[config.mk]
export PLATFORM = sky130hd
export DESIGN_NAME = sprite_line_fetcher
export DESIGN_NICKNAME = d
export VERILOG_FILES = /design/src/rtl/sprite_pkg.sv /design/src/rtl/sprite_slot_shifter.sv /design/src/rtl/sprite_line_fetcher.sv
export SDC_FILE = /design/constraint.sdc
export NUM_CORES = 1
export LEC_CHECK = 0
export BUFFER_PORTS_ARGS = -buffer_cell sky130_fd_sc_hd__buf_4
export CORE_MARGIN = 3
export CORE_UTILIZATION = 25
export DETAILED_ROUTE_END_ITERATION = 6
export SLEW_MARGIN = 10
export SYNTH_ARGS = -nofsm -noshare
export SYNTH_HDL_FRONTEND = slang
export SYNTH_SLANG_ARGS = --single-unit
[constraint.sdc]
create_clock -name i_Clk -period 7.05 [get_ports i_Clk]
set_input_delay 0.705 -clock i_Clk [delete_from_list [all_inputs] [get_ports i_Clk]]
set_output_delay 0.705 -clock i_Clk [all_outputs]
set_load 0.005 [all_outputs]
[src/rtl/sprite_pkg.sv]
// Shared definitions for the sprite line fetcher: attribute layout, pattern
// row geometry, prefetch FSM encoding and default VGA/playfield timing.
package sprite_pkg;

    localparam int SPRITE_W = 16;
    localparam int BPP      = 2;
    localparam int ROW_BITS = SPRITE_W * BPP;

    localparam int ATTR_W        = 21;
    localparam int ATTR_EN_BIT   = 20;
    localparam int ATTR_Y_LSB    = 12;
    localparam int ATTR_X_LSB    = 4;
    localparam int ATTR_TILE_LSB = 0;
    localparam int COORD_W       = 8;
    localparam int TILE_W        = 4;
    localparam int LINE_W        = 4;
    localparam int SLOT_W        = 2;
    localparam int SCREEN_W      = 10;

    localparam int DEF_H_ACTIVE = 640;
    localparam int DEF_V_TOTAL  = 525;
    localparam int DEF_H_OFFSET = 16;
    localparam int DEF_PF_SIZE  = 256;

    // Bit order matches the write bus {enable, y, x, tile}.
    typedef struct packed {
        logic               en;
        logic [COORD_W-1:0] y;
        logic [COORD_W-1:0] x;
        logic [TILE_W-1:0]  tile;
    } sprite_attr_t;

    typedef enum logic [2:0] {
        ST_IDLE,
        ST_EVAL,
        ST_ADDR,
        ST_WAIT,
        ST_LOAD,
        ST_DONE
    } fetch_state_e;

endpackage

[src/rtl/sprite_slot_shifter.sv]
// One sprite slot: holds the prefetched 16-pixel pattern row and shifts it out,
// 2 bits per clock, starting at the slot's screen column, clipped at the playfield edge.
module sprite_slot_shifter
    import sprite_pkg::*;
#(
    parameter int H_OFFSET = DEF_H_OFFSET,
    parameter int PF_SIZE  = DEF_PF_SIZE
) (
    input  logic                clk_i,
    input  logic                rst_ni,
    input  logic                clear_i,
    input  logic                load_i,
    input  logic [ROW_BITS-1:0] data_i,
    input  logic [COORD_W-1:0]  x_i,
    input  logic [SCREEN_W-1:0] column_i,
    output logic [BPP-1:0]      pixel_o
);

    localparam logic [SCREEN_W-1:0] COL_FIRST_C = SCREEN_W'(H_OFFSET);
    localparam logic [SCREEN_W-1:0] COL_END_C   = SCREEN_W'(H_OFFSET + PF_SIZE);

    logic [ROW_BITS-1:0] sh_q, sh_d;
    logic [COORD_W-1:0]  x_q, x_d;
    logic [3:0]          cnt_q, cnt_d;
    logic                start, emitting, clipped;

    assign start    = (column_i == COL_FIRST_C + {2'b00, x_q});
    assign emitting = start || (cnt_q != 4'd0);
    assign clipped  = (column_i >= COL_END_C);
    assign pixel_o  = (emitting && !clipped) ? sh_q[ROW_BITS-1 -: BPP] : '0;

    // The row is consumed as it is shown; a fresh prefetch reloads it every line.
    always_comb begin
        sh_d  = sh_q;
        x_d   = x_q;
        cnt_d = cnt_q;
        if (clear_i) begin
            sh_d  = '0;
            x_d   = '0;
            cnt_d = '0;
        end else if (load_i) begin
            sh_d  = data_i;
            x_d   = x_i;
            cnt_d = '0;
        end else if (start) begin
            sh_d  = {sh_q[ROW_BITS-BPP-1:0], {BPP{1'b0}}};
            cnt_d = 4'(SPRITE_W - 1);
        end else if (cnt_q != 4'd0) begin
            sh_d  = {sh_q[ROW_BITS-BPP-1:0], {BPP{1'b0}}};
            cnt_d = cnt_q - 4'd1;
        end
    end

    always_ff @(posedge clk_i or negedge rst_ni) begin
        if (!rst_ni) begin
            sh_q  <= '0;
            x_q   <= '0;
            cnt_q <= '0;
        end else begin
            sh_q  <= sh_d;
            x_q   <= x_d;
            cnt_q <= cnt_d;
        end
    end

endmodule

[src/rtl/sprite_line_fetcher.sv]
// Prefetches up to NUM_SPRITES sprite pattern rows during horizontal blanking and
// mixes their pixels by slot priority during active video. SPRITE_COLLISION_EN adds o_Collision.
module sprite_line_fetcher
    import sprite_pkg::*;
#(
    parameter int NUM_SPRITES = 4,
    parameter int H_ACTIVE    = DEF_H_ACTIVE,
    parameter int V_TOTAL     = DEF_V_TOTAL,
    parameter int H_OFFSET    = DEF_H_OFFSET,
    parameter int PF_SIZE     = DEF_PF_SIZE
) (
    input  logic                i_Clk,
    input  logic                i_Rst_L,
    input  logic [SCREEN_W-1:0] i_Row,
    input  logic [SCREEN_W-1:0] i_Column,
    input  logic                i_Attr_We,
    input  logic [SLOT_W-1:0]   i_Attr_Addr,
    input  logic [ATTR_W-1:0]   i_Attr_Data,
    output logic [7:0]          o_Rom_Addr,
    input  logic [ROW_BITS-1:0] i_Rom_Data,
    output logic [BPP-1:0]      o_Pixel,
    output logic                o_Sprite_Hit,
    output logic                o_Busy
`ifdef SPRITE_COLLISION_EN
    ,
    output logic                o_Collision
`endif
);

    localparam logic [SCREEN_W-1:0] H_ACTIVE_C  = SCREEN_W'(H_ACTIVE);
    localparam logic [SCREEN_W-1:0] V_LAST_C    = SCREEN_W'(V_TOTAL - 1);
    localparam logic [SCREEN_W-1:0] PF_SIZE_C   = SCREEN_W'(PF_SIZE);
    localparam logic [SCREEN_W-1:0] COL_FIRST_C = SCREEN_W'(H_OFFSET);
    localparam logic [SCREEN_W-1:0] COL_END_C   = SCREEN_W'(H_OFFSET + PF_SIZE);
    localparam logic [SLOT_W-1:0]   LAST_SLOT_C = SLOT_W'(NUM_SPRITES - 1);

    sprite_attr_t          attr_q [NUM_SPRITES];
    fetch_state_e          state_q, state_d;
    logic [SLOT_W-1:0]     slot_q, slot_d;
    logic [COORD_W-1:0]    cur_x_q, cur_x_d;
    logic [7:0]            rom_addr_q, rom_addr_d;
    logic [BPP-1:0]        pixel_q, pixel_d, px_sel;
    logic                  hit_q;
    logic                  clear_all, in_window, fetch_hit, last_slot;
    logic [NUM_SPRITES-1:0] load_vec;
    logic [SCREEN_W-1:0]   next_row, line_diff;
    sprite_attr_t          cur_attr;
    logic [BPP-1:0]        slot_px [NUM_SPRITES];

    always_ff @(posedge i_Clk or negedge i_Rst_L) begin
        if (!i_Rst_L) begin
            for (int i = 0; i < NUM_SPRITES; i++) attr_q[i] <= '0;
        end else if (i_Attr_We) begin
            attr_q[i_Attr_Addr] <= sprite_attr_t'(i_Attr_Data);
        end
    end

    // Unsigned wrap of next_row - y rejects sprites below the next line too.
    assign next_row  = (i_Row == V_LAST_C) ? '0 : i_Row + 10'd1;
    assign cur_attr  = attr_q[slot_q];
    assign line_diff = next_row - {2'b00, cur_attr.y};
    assign fetch_hit = cur_attr.en && (next_row < PF_SIZE_C) && (line_diff < 10'd16);
    assign last_slot = (slot_q == LAST_SLOT_C);

    always_comb begin
        state_d    = state_q;
        slot_d     = slot_q;
        cur_x_d    = cur_x_q;
        rom_addr_d = rom_addr_q;
        clear_all  = 1'b0;
        load_vec   = '0;
        unique case (state_q)
            ST_IDLE: begin
                if (i_Column == H_ACTIVE_C) begin
                    state_d   = ST_EVAL;
                    slot_d    = '0;
                    clear_all = 1'b1;
                end
            end
            ST_EVAL: begin
                cur_x_d = cur_attr.x;
                if (fetch_hit) begin
                    rom_addr_d = {cur_attr.tile, line_diff[LINE_W-1:0]};
                    state_d    = ST_ADDR;
                end else if (last_slot) begin
                    state_d = ST_DONE;
                end else begin
                    slot_d = slot_q + 2'd1;
                end
            end
            ST_ADDR: state_d = ST_WAIT;
            ST_WAIT: state_d = ST_LOAD;
            ST_LOAD: begin
                load_vec[slot_q] = 1'b1;
                if (last_slot) begin
                    state_d = ST_DONE;
                end else begin
                    slot_d  = slot_q + 2'd1;
                    state_d = ST_EVAL;
                end
            end
            ST_DONE: begin
                if (i_Column == '0) state_d = ST_IDLE;
            end
            default: state_d = ST_IDLE;
        endcase
    end

    genvar g;
    generate
        for (g = 0; g < NUM_SPRITES; g++) begin : g_slot
            sprite_slot_shifter #(
                .H_OFFSET (H_OFFSET),
                .PF_SIZE  (PF_SIZE)
            ) u_slot (
                .clk_i    (i_Clk),
                .rst_ni   (i_Rst_L),
                .clear_i  (clear_all),
                .load_i   (load_vec[g]),
                .data_i   (i_Rom_Data),
                .x_i      (cur_x_q),
                .column_i (i_Column),
                .pixel_o  (slot_px[g])
            );
        end
    endgenerate

    // Scanning from the highest index down leaves the lowest non-zero slot on top.
    always_comb begin
        px_sel = '0;
        for (int i = NUM_SPRITES - 1; i >= 0; i--) begin
            if (slot_px[i] != '0) px_sel = slot_px[i];
        end
        in_window = (i_Row < PF_SIZE_C) && (i_Column >= COL_FIRST_C) && (i_Column < COL_END_C);
        pixel_d   = in_window ? px_sel : '0;
    end

    always_ff @(posedge i_Clk or negedge i_Rst_L) begin
        if (!i_Rst_L) begin
            state_q    <= ST_IDLE;
            slot_q     <= '0;
            cur_x_q    <= '0;
            rom_addr_q <= '0;
            pixel_q    <= '0;
            hit_q      <= 1'b0;
        end else begin
            state_q    <= state_d;
            slot_q     <= slot_d;
            cur_x_q    <= cur_x_d;
            rom_addr_q <= rom_addr_d;
            pixel_q    <= pixel_d;
            hit_q      <= (pixel_d != '0);
        end
    end

    assign o_Rom_Addr   = rom_addr_q;
    assign o_Pixel      = pixel_q;
    assign o_Sprite_Hit = hit_q;
    assign o_Busy       = (state_q != ST_IDLE) && (state_q != ST_DONE);

`ifdef SPRITE_COLLISION_EN
    logic [2:0] nz_cnt;
    logic       coll_q;

    always_comb begin
        nz_cnt = '0;
        for (int i = 0; i < NUM_SPRITES; i++) begin
            if (slot_px[i] != '0) nz_cnt = nz_cnt + 3'd1;
        end
    end

    always_ff @(posedge i_Clk or negedge i_Rst_L) begin
        if (!i_Rst_L) begin
            coll_q <= 1'b0;
        end else if ((i_Row == '0) && (i_Column == '0)) begin
            coll_q <= 1'b0;
        end else if (in_window && (nz_cnt >= 3'd2)) begin
            coll_q <= 1'b1;
        end
    end

    assign o_Collision = coll_q;
`endif

endmodule
==> summary.md, run 1 <==
| Metric | Value |
|---|---|
| Max cap viols | 0 |
| CP Capture Type | register |
| Startpoint types | register |
| Grt ovf | 0 |
| WHS | 0.191 ns |
| Post-Syn Area per Cell | 11.0 sq um |
| Drt initial violations | 618 |
| Tot GR Track Use | 11.5% |
| Worst Skew | 0.0172 ns |
| Multi-input logic area | 6880 sq um |
| Clock slew at reported path FFs | 0.06 ns |
| Crit path DAT | 4.65 ns |
| Internal | 3.94 mW |
| Layout area overhead | 16.7% |
| Initial antenna violation count | 2 |
| # resized after CTS | 0 |
| Worst-Margin Slew | 1.18 ns |
| Post-CTS Setup Inserts | 0 |
| R2R setup slack | 2.85 ns |
| Wire length per cell | 16.3 um |
| Final Max Slew Viols | 0 |
| Htree depth | 1 |
| Reg2reg start | slot_q[0]$_DFFE_PN0P_ |
| Vias in the first global route | 10400 |
| Number of buffers added on ports | 89 |
| Sw Share | 32.7% |
| # IOs | 90 |
| DP HPWL | 23400 um |
| Core area | 56800 sq um |
| Final wirelength | 35000 um |
| Crit share post-route | 59.6% |
| Num CTS Buffers | 30 |
| Via density | 4.71 |
| Iteration count of the initial detailed-routing pass | 5 |
| Main synth FF type | dfrtp_1 |
| Nets | 1471 |
| Final setup vio count | 0 |
| Part of the power in the clock network | 28.0% |
| Clk root buf | clkbuf_16 |
| ANT cells | 0 |
| Leak | 7.74 nW |
| Clock Path Buffers | 3 |
| Fin util | 29.7% |
| Clock sinks | 284 |
| First-pass GRT wire length | 57100 um |
| Largest net degree at the start of global routing | 169 |
| Min-delay worst type | input port to asynchronous set/reset pin |
| Post-synth net total | 1425 |
| Cts hold-fix bufs | 0 |
| R2r endpoint | o_Rom_Addr[7]$_DFFE_PN0P_ |
| Asr flop ratio synth | 100% |
| Via count | 10100 |
| Clock period minus worst slack | 4.20 ns |
| ANT nets after route | 0 |
| Hold Fails Final Rpt | 0 |
| Commonest non-fill, non-tap cell in the layout | dfrtp_1 |
| Achievable Freq | 0.238 GHz |
| Reg power frac | 40.8% |
| Total negative slack | 0 ns |
| Initial core utilization | 25.4% |
| Pwr dens | 347 nW/um^2 |
| Register area | 7110 sq um |
| Psw | 1.91 mW |
| FILL cells | 5899 |
| CTS tree | done |
| Status | finished clean |
| Logic pwr share | 31.3% |
| Clock Latency Late Sink | 0.57 ns |
| Chip height | 246 um |
| Worst Reg2Reg Path Length in Cells | 11 |
| Critical Path Fanout Max | 14 |
| RD Place Congestion | 0.817 |
| Synth Cell Area | 14500 sq um |
| Kind of critical path | register to register |
| Post-synth EDFFs | 0 |
| Yosys reg bits | 284 |
| RSZ-0062 raised after global routing | no |
| Post-route DRC | 0 |
| Layout cell share with drive strength beyond 1 | 20.6% |
| Num rows | 87 |
| Unique masters post-synth | 66 |
| Maximum VDD drop | 0.000206 V |
| Synth warn | 0 |
| Most frequent cells in the layout | dfrtp_1, nand2_1, mux2i_1 |
| Post-synthesis sequential area ratio | 49.2% |
| Syn Inst Count | 1320 |
| Die area | 60800 sq um |
| Rel. slew slack | 21.0% |
| DIE WIDTH | 246 um |
| Data required, critical path | 7.50 ns |
cell usage after synthesis (5+ instances only):
cell	number	area, sq um
xnor2_1	31	272
mux4_2	21	473
buf_1	6	22.5
nor3b_1	5	37.5
nand2_1	151	567
mux2i_1	124	1240
and3_1	10	62.6
o22ai_1	5	31.3
buf_4	6	45.0
nor2_1	113	424
nand4_1	6	37.5
xor2_1	24	210
inv_1	24	90.1
o31ai_1	34	255
buf_2	33	165
nor3_1	11	55.1
clkbuf_1	45	169
or3_1	5	31.3
a21oi_1	58	290
and2_1	5	31.3
o21a_1	5	37.5
nand3_1	20	100
dfrtp_1	284	7110
mux2_2	90	1010
a211oi_1	93	698
nand2b_1	9	56.3
o21ai_0	15	75.1
ha_1	26	325
stage by stage:
stage	instances	worst slack (ns)	area [sq um]	total power [mW]
3_3_place_gp	2090	2.70	15800	4.16
5_1_grt	2145	2.49	16900	6.25
4_1_cts	2145	2.77	16900	5.92
2_1_floorplan	1320	3.20	14500	3.75
3_5_place_dp	2090	2.63	15800	4.24
6_report	2145	2.85	16900	5.85
final cells by class:
class / count / area share [%]
flip-flops and latches: 284 / 42.1
multi-input cells: 921 / 40.8
well taps: 756 / 5.61
clock buffers: 41 / 5.17
repair buffers: 105 / 4.79
clock inverters: 14 / 0.972
inverters: 24 / 0.534
worst max path at each step:
| stage | depth (start not counted) | startpoint | endpoint | slack, ns |
|---|---|---|---|---|
| after global routing | 11 | slot_q[0]$_DFFE_PN0P_ | o_Rom_Addr[7]$_DFFE_PN0P_ | 2.49 |
| after CTS | 11 | slot_q[0]$_DFFE_PN0P_ | o_Rom_Addr[7]$_DFFE_PN0P_ | 2.77 |
| after global placement | 16 | i_Row[0] | o_Rom_Addr[1]$_DFFE_PN0P_ | 2.70 |
| after floorplan | 14 | i_Row[8] | o_Rom_Addr[4]$_DFFE_PN0P_ | 3.20 |
| final | 11 | slot_q[0]$_DFFE_PN0P_ | o_Rom_Addr[7]$_DFFE_PN0P_ | 2.85 |
| after detailed placement | 16 | i_Row[0] | o_Rom_Addr[5]$_DFFE_PN0P_ | 2.63 |
routing by layer:
layer / vias up / GRT usage [%] / share of wire [%]
met4: 4 / 2.05 / 1.5
met1: 5050 / 15.4 / 46
met3: 44 / 2.64 / 5.1
li1: 4837 / - / -
met5: - / 0 / 0.088
met2: 175 / 19.0 / 48
critical path, cell delays in order, from the launching register on:
cell	delay (ns)
dfrtp_1	0.83
buf_4	0.42
mux4_2	0.54
inv_1	0.07
ha_1	0.27
o21ai_0	0.19
a21oi_1	0.09
o31ai_1	0.27
a21oi_1	0.16
mux2i_1	0.34
and3_1	0.50
mux2_2	0.39
registers in the layout, indices dropped and copies added, names as in the netlist:
register	count
state_q	3
g_slot.u_slot.sh_q	128
g_slot.u_slot.x_q	32
attr_q	84
o_Rom_Addr	8
o_Pixel	2
cur_x_q	8
o_Sprite_Hit	1
g_slot.u_slot.cnt_q	16
slot_q	2
power by group through the flow:
stage	Combinational, mW	Sequential [mW]	Clock [mW]
finish	1.83	2.38	1.63
CTS	1.84	2.39	1.69
global placement	1.76	2.39	0
floorplan	1.48	2.27	0
global route	2.05	2.44	1.76
detailed placement	1.83	2.41	0
kinds of logic after synthesis:
| family | count (synthesis) | share of synthesized area (%) |
|---|---|---|
| adders and majority gates | 27 | 2.39 |
| buffers and inverters | 115 | 3.48 |
| AOI/OAI and AO/OA | 239 | 11.3 |
| muxes | 237 | 19.0 |
| xor gates and xnor gates | 55 | 3.33 |
| and+or+nand+nor | 363 | 11.4 |
| DFF | 284 | 49.2 |
Note: power is estimated with default switching activity, not from simulation.
==> run 2, diff against run 1 <==
==> constraint.sdc (replaced) <==
create_clock -name i_Clk -period 3.9 [get_ports i_Clk]
set_input_delay 0.39 -clock i_Clk [delete_from_list [all_inputs] [get_ports i_Clk]]
set_output_delay 0.39 -clock i_Clk [all_outputs]
set_load 0.005 [all_outputs]
==> summary.md, run 2 (same netlist as run 1, synthesis figures left out) <==
| Metric | Value |
|---|---|
| Final worst setup slack | 0.289 ns |
| Num CTS Buffers | 31 |
| Max cap viols | 0 |
| Clock period minus worst slack | 3.61 ns |
| # IOs | 90 |
| Grt ovf | 0 |
| Achievable Freq | 0.277 GHz |
| Layout cell share with drive strength beyond 1 | 20.4% |
| Clock Latency Late Sink | 0.56 ns |
| Leak | 7.75 nW |
| Reg2reg start | slot_q[0]$_DFFE_PN0P_ |
| Min-delay worst type | input port to register |
| Final cell count without fillers | 2155 |
| Drt initial violations | 740 |
| Worst Path Buf+Inv | 1 |
| GRT Max-Usage Layer | met2 |
| Tot GR Track Use | 11.9% |
| Vias in the first global route | 10700 |
| Cell Chain, Critical Path | mux4_2, inv_1, ha_1, nor2_1, a21oi_1, o31ai_1, a21oi_1, mux2i_1, and3_1, mux2_2 |
| Worst Reg2Reg Path Length in Cells | 10 |
| Grt met2 use | 19.7% |
| Top Registers | g_slot.u_slot.sh_q x128, attr_q x84, g_slot.u_slot.x_q x32 |
| Nets | 1484 |
| Pre-CTS WS | 0.102 ns |
| Total power | 10.4 mW |
| Iteration count of the initial detailed-routing pass | 5 |
| Critical path depth | 10 |
| Worst-Margin Slew | 1.01 ns |
| Post-CTS Setup Inserts | 0 |
| Clock sinks | 284 |
| Clk root buf | clkbuf_16 |
| Initial antenna violation count | 4 |
| Global-route track usage on met3 | 2.49% |
| Pwr dens | 616 nW/um^2 |
| Number of buffers added on ports | 89 |
| Fin util | 29.7% |
| Worst Hold Depth | 2 |
| Final setup vio count | 0 |
| Worst Skew | 0.00738 ns |
| Total negative slack | 0 ns |
| Critical Path Fanout Max | 8 |
| CP Capture Type | register |
| First-pass GRT wire length | 58600 um |
| Critical Path End | o_Rom_Addr[3]$_DFFE_PN0P_ |
| Cts hold-fix bufs | 1 |
| Htree depth | 1 |
| RD Place Congestion | 0.840 |
| Commonest non-fill, non-tap cell in the layout | dfrtp_1 |
| Startpoint types | register |
| ANT nets after route | 0 |
| Crit path DAT | 4.06 ns |
| Kind of critical path | register to register |
| Maximum VDD drop | 0.000402 V |
| Clock slew at reported path FFs | 0.06 ns |
| Final Max Slew Viols | 0 |
| Final wirelength | 36100 um |
| Max incr delay on CP | 0.64 ns |
| Core area | 56800 sq um |
| R2r endpoint | o_Rom_Addr[3]$_DFFE_PN0P_ |
| Die area | 60800 sq um |
| RSZ-0062 raised after global routing | no |
| CP max-delay cell | dfrtp_1 |
| Rel. slew slack | 32.4% |
| Post-route DRC | 0 |
| Initial core utilization | 25.4% |
| Final instance area | 16900 sq um |
| Wire length per cell | 16.7 um |
| R2R setup slack | 0.29 ns |
| Met1 Use GR | 15.8% |
| DP HPWL | 24700 um |
| Most frequent cells in the layout | dfrtp_1, nand2_1, mux2i_1 |
| Most flop-heavy register | g_slot.u_slot.sh_q |
| Via density | 4.74 |
| Max FFs per register | 128 |
| CP top delay family | multiplexers |
| Crit share post-route | 92.6% |
| WHS | 0.0804 ns |
| Critical path startpoint | slot_q[0]$_DFFE_PN0P_ |
| Chip height | 246 um |
| Layout area overhead | 16.9% |
| Clock Path Buffers | 3 |
| # resized after CTS | 0 |
| Data required, critical path | 4.35 ns |
| Post-DP Area | 16000 sq um |
| DIE WIDTH | 246 um |
| Via count | 10200 |
| Largest net degree at the start of global routing | 111 |
| Status | finished clean |
| Placed Instances | 2101 |
| CTS tree | done |
| Num rows | 87 |
| Cell mode on critical path | a21oi_1 |
| Hold Fails Final Rpt | 0 |
run 2: metal layers:
metal	up-vias	part of all wire, %	wire length [um]
met5	-	0.11	41
met4	6	1.9	697
met3	64	4.8	1730
met2	224	47	17000
met1	5072	46	16600
li1	4843	-	-
run 2: final cells by class:
type,count,area [sq um]
Antenna cell,1,2.50
Inverter,24,90.1
Fill cell,5893,39900
Timing Repair Buffer,117,951
Sequential cell,284,7110
Clock inverter,4,30.0
Clock buffer,48,890
Multi-Input combinational cell,921,6880
Tap cell,756,946
run 2: power breakdown:
part | switching, mW | leakage (nW) | internal (mW)
Combinational | 1.71 | 3.73 | 1.68
Clock | 1.17 | 0.445 | 1.55
Sequential | 0.591 | 3.58 | 3.70
run 2: worst min path at each step:
stage	start	end	slack, ns
6_report	i_Attr_Data[9]	attr_q[51]$_DFFE_PN0P_	0.08
5_1_grt	i_Attr_Data[1]	attr_q[64]$_DFFE_PN0P_	0.06
4_1_cts	i_Attr_Data[14]	attr_q[56]$_DFFE_PN0P_	0.05
3_5_place_dp	g_slot[0].u_slot.sh_q[12]$_DFFE_PN0P_	g_slot[0].u_slot.sh_q[12]$_DFFE_PN0P_	0.47
3_3_place_gp	g_slot[0].u_slot.sh_q[6]$_DFFE_PN0P_	g_slot[0].u_slot.sh_q[6]$_DFFE_PN0P_	0.46
2_1_floorplan	i_Rst_L	attr_q[0]$_DFFE_PN0P_	0.09
==> run 3, diff against run 2 <==
==> constraint.sdc (replaced) <==
create_clock -name i_Clk -period 3 [get_ports i_Clk]
set_input_delay 0.3 -clock i_Clk [delete_from_list [all_inputs] [get_ports i_Clk]]
set_output_delay 0.3 -clock i_Clk [all_outputs]
set_load 0.005 [all_outputs]
==> summary.md, run 3 (same netlist as run 1, synthesis figures left out) <==
| Metric | Value |
|---|---|
| Status | complete, but fails checks |
| Failing checks | negative setup slack |
| Startpoint types | register |
| Logic pwr share | 34.0% |
| Layout cell share with drive strength beyond 1 | 24.0% |
| Final worst setup slack | -0.0934 ns |
| Tot GR Track Use | 11.8% |
| Clock Latency Late Sink | 0.59 ns |
| Post-route DRC | 0 |
| Wire length per cell | 16.2 um |
| RSZ-0062 raised after global routing | yes |
| Number of buffers added on ports | 89 |
| Initial antenna violation count | 2 |
| Most frequent cells in the layout | dfrtp_1, nand2_1, buf_4 |
| Most flop-heavy register | g_slot.u_slot.sh_q |
| Largest net degree at the start of global routing | 74 |
| Die area | 60800 sq um |
| Clock sinks | 284 |
| Leak | 8.13 nW |
| Data required, critical path | 3.45 ns |
| Clock period minus worst slack | 3.09 ns |
| Clk root buf | clkbuf_16 |
| Pwr dens | 803 nW/um^2 |
| Crit path DAT | 3.55 ns |
| ANT nets after route | 0 |
| CP top delay family | compound AO/OA/AOI/OAI gates |
| CTS tree | done |
| Total negative slack | -0.582 ns |
| Max cap viols | 0 |
| Grt ovf | 0 |
| Crit share post-route | 103% |
| Nets | 1540 |
| Final cell count without fillers | 2218 |
| Commonest non-fill, non-tap cell in the layout | dfrtp_1 |
| Maximum VDD drop | 0.000568 V |
| Core area | 56800 sq um |
| Max FFs per register | 128 |
| Drt initial violations | 498 |
| RD Place Congestion | 0.805 |
| Worst Skew | 0.0178 ns |
| Placed Instances | 2132 |
| Post-DP Area | 16300 sq um |
| Clock Path Buffers | 3 |
| # IOs | 90 |
| Sw Share | 32.8% |
| Via density | 4.67 |
| Top Registers | g_slot.u_slot.sh_q x128, attr_q x84, g_slot.u_slot.x_q x32 |
| Num rows | 87 |
| DP HPWL | 24600 um |
| Internal | 9.56 mW |
| Cell Chain, Critical Path | buf_12, mux4_2, ha_4, inv_2, fa_2, a21o_1, a22o_1, o31a_1, o31ai_2, mux2i_1, and3_4, mux2_4 |
| Psw | 4.67 mW |
| Min-delay worst type | input port to register |
| Via count | 10400 |
| WHS | 0.0240 ns |
| Critical Path Fanout Max | 8 |
| Part of the power in the clock network | 27.1% |
| Clock slew at reported path FFs | 0.06 ns |
| Rel. slew slack | 58.6% |
| Final setup vio count | 9 |
| Worst-Margin Slew | 0.620 ns |
| CP max-delay cell | dfrtp_1 |
| Final wirelength | 35900 um |
| DIE WIDTH | 246 um |
| Layout area overhead | 22.5% |
| CP Capture Type | register |
| R2R setup slack | -0.09 ns |
| Kind of critical path | register to register |
| Max incr delay on CP | 0.40 ns |
| Final instance area | 17700 sq um |
| Initial core utilization | 25.4% |
| Hold Fails Final Rpt | 0 |
| Worst Path Buf+Inv | 2 |
| Vias in the first global route | 10800 |
| Achievable Freq | 0.323 GHz |
| Final Max Slew Viols | 0 |
| Num CTS Buffers | 31 |
| Reg power frac | 38.9% |
| Htree depth | 1 |
| Iteration count of the initial detailed-routing pass | 5 |
| First-pass GRT wire length | 58800 um |
| Chip height | 246 um |
-- run 3: cell types whose count changed in the layout (fill, tap and decap cells not counted), sizes merged --
cell         previous run  this run
clkbuf                 48        44
bufinv                  0         2
buf                   116       149
clkinv                  1        10
inv                    26        25
diode                   1         2
dlygate4sd3             1        24
-- run 3: cell type report --
class | instances | area [sq um]
multi-input cells | 921 | 6990
repair buffers | 173 | 1530
inverters | 24 | 90.1
flip-flops and latches | 284 | 7110
clock inverters | 14 | 138
fillers | 5794 | 39100
clock buffers | 44 | 905
diodes | 2 | 5.00
well taps | 756 | 946
-- run 3: power groups by stage --
stage | Sequential (mW) | Combinational (mW) | Clock, mW
detailed placement | 5.61 | 4.68 | 0
floorplan | 5.34 | 3.55 | 0
CTS | 5.55 | 4.78 | 3.96
global route | 5.67 | 5.39 | 4.12
global placement | 5.56 | 4.53 | 0
finish | 5.54 | 4.84 | 3.85
-- run 3: tightest hold or removal path, stage by stage --
cell      delay, ns
buf_4          0.12
nor2_1         0.10
a211oi_1       0.05
-- run 3: path summary, 6_finish.rpt --
path	to	startpoint	cells after the start
worst max-delay path	o_Rom_Addr[2]$_DFFE_PN0P_	slot_q[0]$_DFFE_PN0P_	12
worst min-delay path	g_slot[2].u_slot.sh_q[12]$_DFFE_PN0P_	i_Rom_Data[12]	3
worst max register to register	o_Rom_Addr[2]$_DFFE_PN0P_	slot_q[0]$_DFFE_PN0P_	12
worst min register to register	g_slot[0].u_slot.sh_q[3]$_DFFE_PN0P_	g_slot[0].u_slot.sh_q[3]$_DFFE_PN0P_	2
max in group asynchronous	g_slot[2].u_slot.sh_q[22]$_DFFE_PN0P_	i_Rst_L	3
min in group asynchronous	attr_q[65]$_DFFE_PN0P_	i_Rst_L	2
-- run 3: through the flow --
stage	util [%]	worst slack, ns	power (mW)
finish	31.2	-0.0934	14.2
global route	31.2	-0.196	15.2
CTS	31.0	-0.0837	14.3
detailed placement	28.7	-0.629	10.3
global placement	28.7	-0.523	10.1
floorplan	-	-0.379	8.89
-- run 3: routing by layer --
| metal | share of wire [%] | vias up | wire [um] | global-route usage, % |
|---|---|---|---|---|
| met2 | 50 | 129 | 17800 | 20.1 |
| met1 | 46 | 5218 | 16400 | 15.8 |
| met5 | 0 | - | 0 | 0 |
| met3 | 3.0 | 42 | 1090 | 1.87 |
| met4 | 1.8 | 0 | 645 | 2.62 |
| li1 | - | 4971 | - | - |
-- run 3: timing repair --
action / in CTS / in global routing
hold buffers: 24 / 0
resized for setup: 7 / 12
cloned: 0 / 0
pin swaps: 2 / 9
buffers inserted: 1 / 1
setup endpoints to repair: 10 / 13
endpoints found under the hold margin: 161 / 0
